`config.mk`:
```
export PLATFORM = sky130hd
export DESIGN_NAME = hpu_cmd_tracker
export DESIGN_NICKNAME = d
export VERILOG_FILES = /design/src/rtl/hpu_cmd_tracker.sv
export SDC_FILE = /design/constraint.sdc
export NUM_CORES = 2
export LEC_CHECK = 0
export CORE_AREA = 5 5 480 482
export DETAILED_ROUTE_END_ITERATION = 8
export DIE_AREA = 0 0 485 487
export MAX_ROUTING_LAYER = met4
export PLACE_DENSITY = 0.61
export SYNTH_ARGS = -nofsm -noshare
export SYNTH_HDL_FRONTEND = slang
export SYNTH_SLANG_ARGS = --single-unit
```
`constraint.sdc`:
```
create_clock -name clk_i -period 60.7 [get_ports clk_i]
set_input_delay 12.14 -clock clk_i [delete_from_list [all_inputs] [get_ports clk_i]]
set_output_delay 12.14 -clock clk_i [all_outputs]
set_load 0.02 [all_outputs]
```
`src/rtl/hpu_cmd_tracker.sv`:
```
//==============================================================================
// hpu_cmd_tracker : per-HPU command-ID allocator, request stamper and
//                   completion store with wait/retire interface.
// Revision 1.0
//==============================================================================
`default_nettype none

package hpu_cmd_pkg;
  localparam int NUM_HPU_CMDS = 4;

  typedef struct packed {
    logic [7:0] cluster_id;
    logic [3:0] core_id;
    logic [3:0] local_cmd_id;
  } pspin_cmd_id_t;

  typedef struct packed {
    pspin_cmd_id_t cmd_id;
    logic [3:0]    cmd_type;
    logic [31:0]   addr;
    logic [31:0]   length;
  } pspin_cmd_req_t;

  typedef struct packed {
    pspin_cmd_id_t cmd_id;
    logic [511:0]  imm_data;
  } pspin_cmd_resp_t;
endpackage

module hpu_cmd_tracker
  import hpu_cmd_pkg::*;
#(
  parameter int NUM_HPU_CMDS = hpu_cmd_pkg::NUM_HPU_CMDS,
  parameter int CLUSTER_ID   = 0,
  parameter int CORE_ID      = 0,
  localparam int IDW         = $clog2(NUM_HPU_CMDS)
) (
  input  logic            clk_i,
  input  logic            rst_i,
  input  logic            issue_valid_i,
  output logic            issue_ready_o,
  input  pspin_cmd_req_t  issue_req_i,
  output logic [IDW-1:0]  issue_id_o,
  output logic            cmd_valid_o,
  input  logic            cmd_ready_i,
  output pspin_cmd_req_t  cmd_req_o,
  input  logic            resp_valid_i,
  input  pspin_cmd_resp_t resp_i,
  input  logic            wait_valid_i,
  input  logic [IDW-1:0]  wait_id_i,
  output logic            wait_ready_o,
  output logic [511:0]    wait_data_o,
  output logic [IDW:0]    inflight_o,
  output logic            err_o
);

  typedef enum logic [1:0] {
    SLOT_FREE   = 2'd0,
    SLOT_ISSUED = 2'd1,
    SLOT_DONE   = 2'd2
  } slot_state_e;

  slot_state_e    state_q [NUM_HPU_CMDS];
  slot_state_e    state_d [NUM_HPU_CMDS];
  logic [511:0]   imm_q   [NUM_HPU_CMDS];
  logic [IDW:0]   inflight_q, inflight_d;
  logic           cmd_valid_q, cmd_valid_d;
  pspin_cmd_req_t cmd_req_q, cmd_req_d;
  logic           err_q, err_d;

  logic           any_free;
  logic [IDW-1:0] alloc_id;
  logic           issue_fire;
  logic [IDW-1:0] resp_slot;
  logic           resp_ok;
  logic           retire;
  pspin_cmd_req_t stamped_req;

  // Scan downwards so the lowest-index free slot wins.
  always_comb begin
    any_free = 1'b0;
    alloc_id = '0;
    for (int i = NUM_HPU_CMDS - 1; i >= 0; i--) begin
      if (state_q[i] == SLOT_FREE) begin
        any_free = 1'b1;
        alloc_id = IDW'(i);
      end
    end
  end

  assign issue_ready_o = any_free & (~cmd_valid_q | cmd_ready_i);
  assign issue_id_o    = alloc_id;
  assign issue_fire    = issue_valid_i & issue_ready_o;

  assign resp_slot = resp_i.cmd_id.local_cmd_id[IDW-1:0];
  assign resp_ok   = resp_valid_i
                   & (resp_i.cmd_id.cluster_id == 8'(CLUSTER_ID))
                   & (resp_i.cmd_id.core_id == 4'(CORE_ID))
                   & (int'(resp_i.cmd_id.local_cmd_id) < NUM_HPU_CMDS)
                   & (state_q[resp_slot] == SLOT_ISSUED);

  assign wait_ready_o = (state_q[wait_id_i] != SLOT_ISSUED);
  assign wait_data_o  = (state_q[wait_id_i] == SLOT_DONE) ? imm_q[wait_id_i] : '0;
  assign retire       = wait_valid_i & (state_q[wait_id_i] == SLOT_DONE);

  always_comb begin
    stamped_req                     = issue_req_i;
    stamped_req.cmd_id.cluster_id   = 8'(CLUSTER_ID);
    stamped_req.cmd_id.core_id      = 4'(CORE_ID);
    stamped_req.cmd_id.local_cmd_id = 4'(alloc_id);
  end

  // Issue, response and retire never collide on one slot: each acts only
  // on a slot in a distinct registered state.
  always_comb begin
    for (int i = 0; i < NUM_HPU_CMDS; i++) state_d[i] = state_q[i];
    inflight_d  = inflight_q;
    cmd_valid_d = cmd_valid_q;
    cmd_req_d   = cmd_req_q;
    err_d       = resp_valid_i & ~resp_ok;

    if (retire)     state_d[wait_id_i] = SLOT_FREE;
    if (resp_ok)    state_d[resp_slot] = SLOT_DONE;
    if (issue_fire) state_d[alloc_id]  = SLOT_ISSUED;

    if (issue_fire & ~retire)      inflight_d = inflight_q + 1'b1;
    else if (~issue_fire & retire) inflight_d = inflight_q - 1'b1;

    if (issue_fire) begin
      cmd_valid_d = 1'b1;
      cmd_req_d   = stamped_req;
    end else if (cmd_ready_i) begin
      cmd_valid_d = 1'b0;
    end
  end

  always_ff @(posedge clk_i) begin
    if (rst_i) begin
      for (int i = 0; i < NUM_HPU_CMDS; i++) begin
        state_q[i] <= SLOT_FREE;
        imm_q[i]   <= '0;
      end
      inflight_q  <= '0;
      cmd_valid_q <= 1'b0;
      cmd_req_q   <= '0;
      err_q       <= 1'b0;
    end else begin
      for (int i = 0; i < NUM_HPU_CMDS; i++) state_q[i] <= state_d[i];
      if (resp_ok) imm_q[resp_slot] <= resp_i.imm_data;
      inflight_q  <= inflight_d;
      cmd_valid_q <= cmd_valid_d;
      cmd_req_q   <= cmd_req_d;
      err_q       <= err_d;
    end
  end

  assign inflight_o  = inflight_q;
  assign cmd_valid_o = cmd_valid_q;
  assign cmd_req_o   = cmd_req_q;
  assign err_o       = err_q;

endmodule

`default_nettype wire

```
==> flow_summary.ini <==
[sta]
period_minus_ws_final_ns = 29.34
fmax_mhz = 34.1
rsz0062_at_grt = false
hold_violations = 0
min_period_over_period_pct = 48.3
setup_tns_ns = 0
final_max_slew_viol_count = 0
final.setup_skew_ns = 0.0615
whs_ns = 0.454
max_slew.worst_pin.slew_ns = 1.16
setup_ws_final_ns = 31.36
worst_slew_margin_rel_pct = 22.6
finalSetupViolCount = 0

[detailed_routing]
length_of_routed_met2_wiring_mm = 140
post_drt_wl_per_cell_um = 27.5
drt_first_pass_iters = 6
dr.max_layer_used = met4
drt-total-wl_mm = 285
drt_drc_violations_left = 0
drt-met1-wl_mm = 111
drt.antenna.violating_nets = 0
detail_route.vias_per_cell = 5.36
vias = 55400
detailedRoute.firstIterationViolations = 4685
detailroute.wirelength.met3_mm = 24.6

[setup_path]
endpoint_kind_of_the_worst_setup_timing_path = output port
arrival_ns = 17.20
reg2reg_from = state_q[1][0]$_SDFF_PP0_
worst-endpoint-required_ns = 48.56
criticalPathCategory = in -> out
timing.reg2reg.worst_path_depth = 8
worst_setup_path_start_kind = input pin
worstReg2RegEnd = imm_q[3][46]$_DFFE_PP_
timing.reg2reg.setup_slack_ns = 55.86
max_fo_critical_path = 61

[place]
numPortBuffers = 1194
dp_hpwl_mm = 173
pre_cts_slack_ns = 31.36
gpl.final_weighted_congestion = 0.851
detailed_place.area_sq_mm = 0.109

[power]
power_frac_seq_pct = 52.8
p_int_mw = 2.47
share_clk_of_total_power_pct = 41.2
leakage_nw = 43.3
power_density_relative_to_cell_area_mw_per_mm2 = 27.3
power.combinational.fraction_pct = 6.0
netSwitchingFraction_pct = 21.9
power_switching_mw = 0.691
worst_ir_drop_vdd_v = 0.0000284

[clocking]
htree_levels = 4
cts_inserted_buffers = 224
cts_post_setup_buffers_inserted = 0
path_clk_slew_ns = 0.06
cts_sinks = 2131
cts_resized = 0
clkLatencyLatePin_ns = 0.87
cts.root.buffer_cell = clkbuf_16
clk_path_buf_depth = 3
cts.hold.buffers_added = 0
tritoncts = yes

[die]
io-pin-count = 1225
std_cell_rows = 175
die_w_um = 485
die_y_extent_um = 487
initial_core_util_pct = 41.8
design.core.area_sq_mm = 0.226
die_footprint_sq_mm = 0.236

[yosys]
synth-edff-count = 2048
syn_area_sq_mm = 0.0944
area_contributors_post_synth = edfxtp_1, and2_1, mux4_2, and3_1, dfxtp_1
yosys.area_share.simple_pct = 17.9
synth-adder-area-share_pct = 0.0344
synth_top_area_share_pct = 65.1
yosys_most_used_dff = edfxtp_1
synthArstFlopShare_pct = 0
yosys_register_bits = 2131
yosys.area.top_type = edfxtp_1
synthesis.area_per_instance_sq_um = 15.8
synth_sequential_area_ratio_pct = 66.9
synth_cell_type_count = 54
synth_xor_xnor_area_share_pct = 0.0185
compound_gate_portion_of_the_synthesized_area_pct = 0.521
synth_cells = 5993
synthMuxAreaShare_pct = 12.3
combinational_family_with_the_most_area_after_synthesis = simple AND/OR/NAND/NOR gates
yosys_warnings = 0

[job]
drv_cap = 0

[grt]
global_route.overflow_total = 0
grt_pass1_vias = 56700
grt_start_max_net_pins = 188
antenna_found_initial = 127
gr-usage-all-layers_pct = 24.2
first_pass_grt_wire_length_mm = 409

[cells_and_area]
finish.net_count = 7654
layout.cell_area.non_filler_sq_mm = 0.116
final_layout_size_suffix_gt1_share_pct = 12.8
final_cell_mix = and2_1, edfxtp_1, clkdlybuf4s50_1, mux4_2, and3_1
syn_to_final_growth_pct = 22.9
n_fill_cell = 19000

[hold_path]
min_path_type = reg -> reg
min_from = cmd_req_o[22]$_SDFFE_PP0N_
hold-path-endpoint = cmd_req_o[22]$_SDFFE_PP0N_
timing.hold.worst_path_depth = 2

[outcome]
run_status = finished, final reports clean
cells in the mapped netlist (2+ instances only):
master / n
buf_4: 18
nor2_1: 12
edfxtp_1: 2048
o22ai_1: 2
nand2_1: 139
nand2b_1: 7
mux4_2: 514
nor4_2: 2
inv_1: 2
buf_1: 28
mux2i_1: 2
a21oi_1: 77
clkbuf_1: 264
xor2_1: 2
or3_1: 2
buf_2: 82
nand3b_1: 2
o21a_1: 2
clkbuf_2: 95
and3_1: 512
or2_2: 4
nor4b_1: 2
dfxtp_1: 83
nor3_1: 6
o21bai_1: 2
o21ai_0: 5
and2_1: 2048
buf_6: 5
layout make-up:
class | count | area, sq um | share of cell area (%)
clock inverters | 123 | 967 | 0.833
diodes | 113 | 283 | 0.244
multi-input cells | 3380 | 29200 | 25.1
flip-flops and latches | 2131 | 63200 | 54.4
well taps | 3009 | 3760 | 3.24
repair buffers | 1292 | 12800 | 11.0
clock buffers | 292 | 5900 | 5.09
inverters | 3 | 11.3 | 0.00970
stage by stage:
step / util (%) / cells / power, mW
6_report: 51.4 / 10300 / 3.16
4_1_cts: 51.2 / 10200 / 3.19
3_5_place_dp: 48.2 / 9815 / 1.89
5_1_grt: 51.3 / 10300 / 3.27
2_1_floorplan: - / 6006 / 1.82
3_3_place_gp: 48.2 / 9815 / 1.89
worst max-delay path: stages:
cell and delay, ns:
buf_8 0.36, buf_4 0.70, buf_4 0.74, buf_4 0.88, buf_4 0.72, mux4_2 0.33, and3_1 0.15, clkdlybuf4s50_1 0.86
layer usage:
layer,vias to the layer above,GRT usage [%]
li1,24300,-
met1,28700,30.0
met2,1963,38.7
met3,392,6.80
met5,-,-
met4,0,7.94
flip-flops by register name (all words and copies together), names as in the netlist:
register,flops
imm_q,2048
cmd_req_o,70
state_q,8
inflight_o,3
cmd_valid_o,1
err_o,1
how the worst max path moves through the flow:
stage	start	to	slack (ns)	cells after the start
2_1_floorplan	resp_i[523]	imm_q[3][0]$_DFFE_PP_	22.97	3
3_3_place_gp	wait_id_i[1]	wait_data_o[24]	31.34	8
3_5_place_dp	wait_id_i[1]	wait_data_o[24]	31.36	8
4_1_cts	wait_id_i[1]	wait_data_o[24]	31.37	8
5_1_grt	wait_id_i[1]	wait_data_o[24]	31.22	8
6_report	wait_id_i[1]	wait_data_o[24]	31.36	8
logic make-up (layout without fill, tap and decap cells):
logic type	count (synthesis)	count (layout)
muxes	517	517
buffers and inverters	495	1710
AOI/OAI and AO/OA	93	93
xor gates and xnor gates	2	2
adders and majority gates	2	2
and+or+nand+nor	2752	2752
DFF	2131	2131
other	1	127
power groups by stage:
stage                     combinational (mW)  clock [mW]  sequential (mW)
final                                  0.189        1.30             1.67
after global routing                   0.203        1.39             1.67
after CTS                              0.193        1.33             1.67
after detailed placement               0.193           0             1.70
after global placement                 0.192           0             1.70
after floorplan                       0.0932           0             1.73
Power figures use the tool's default switching activity.
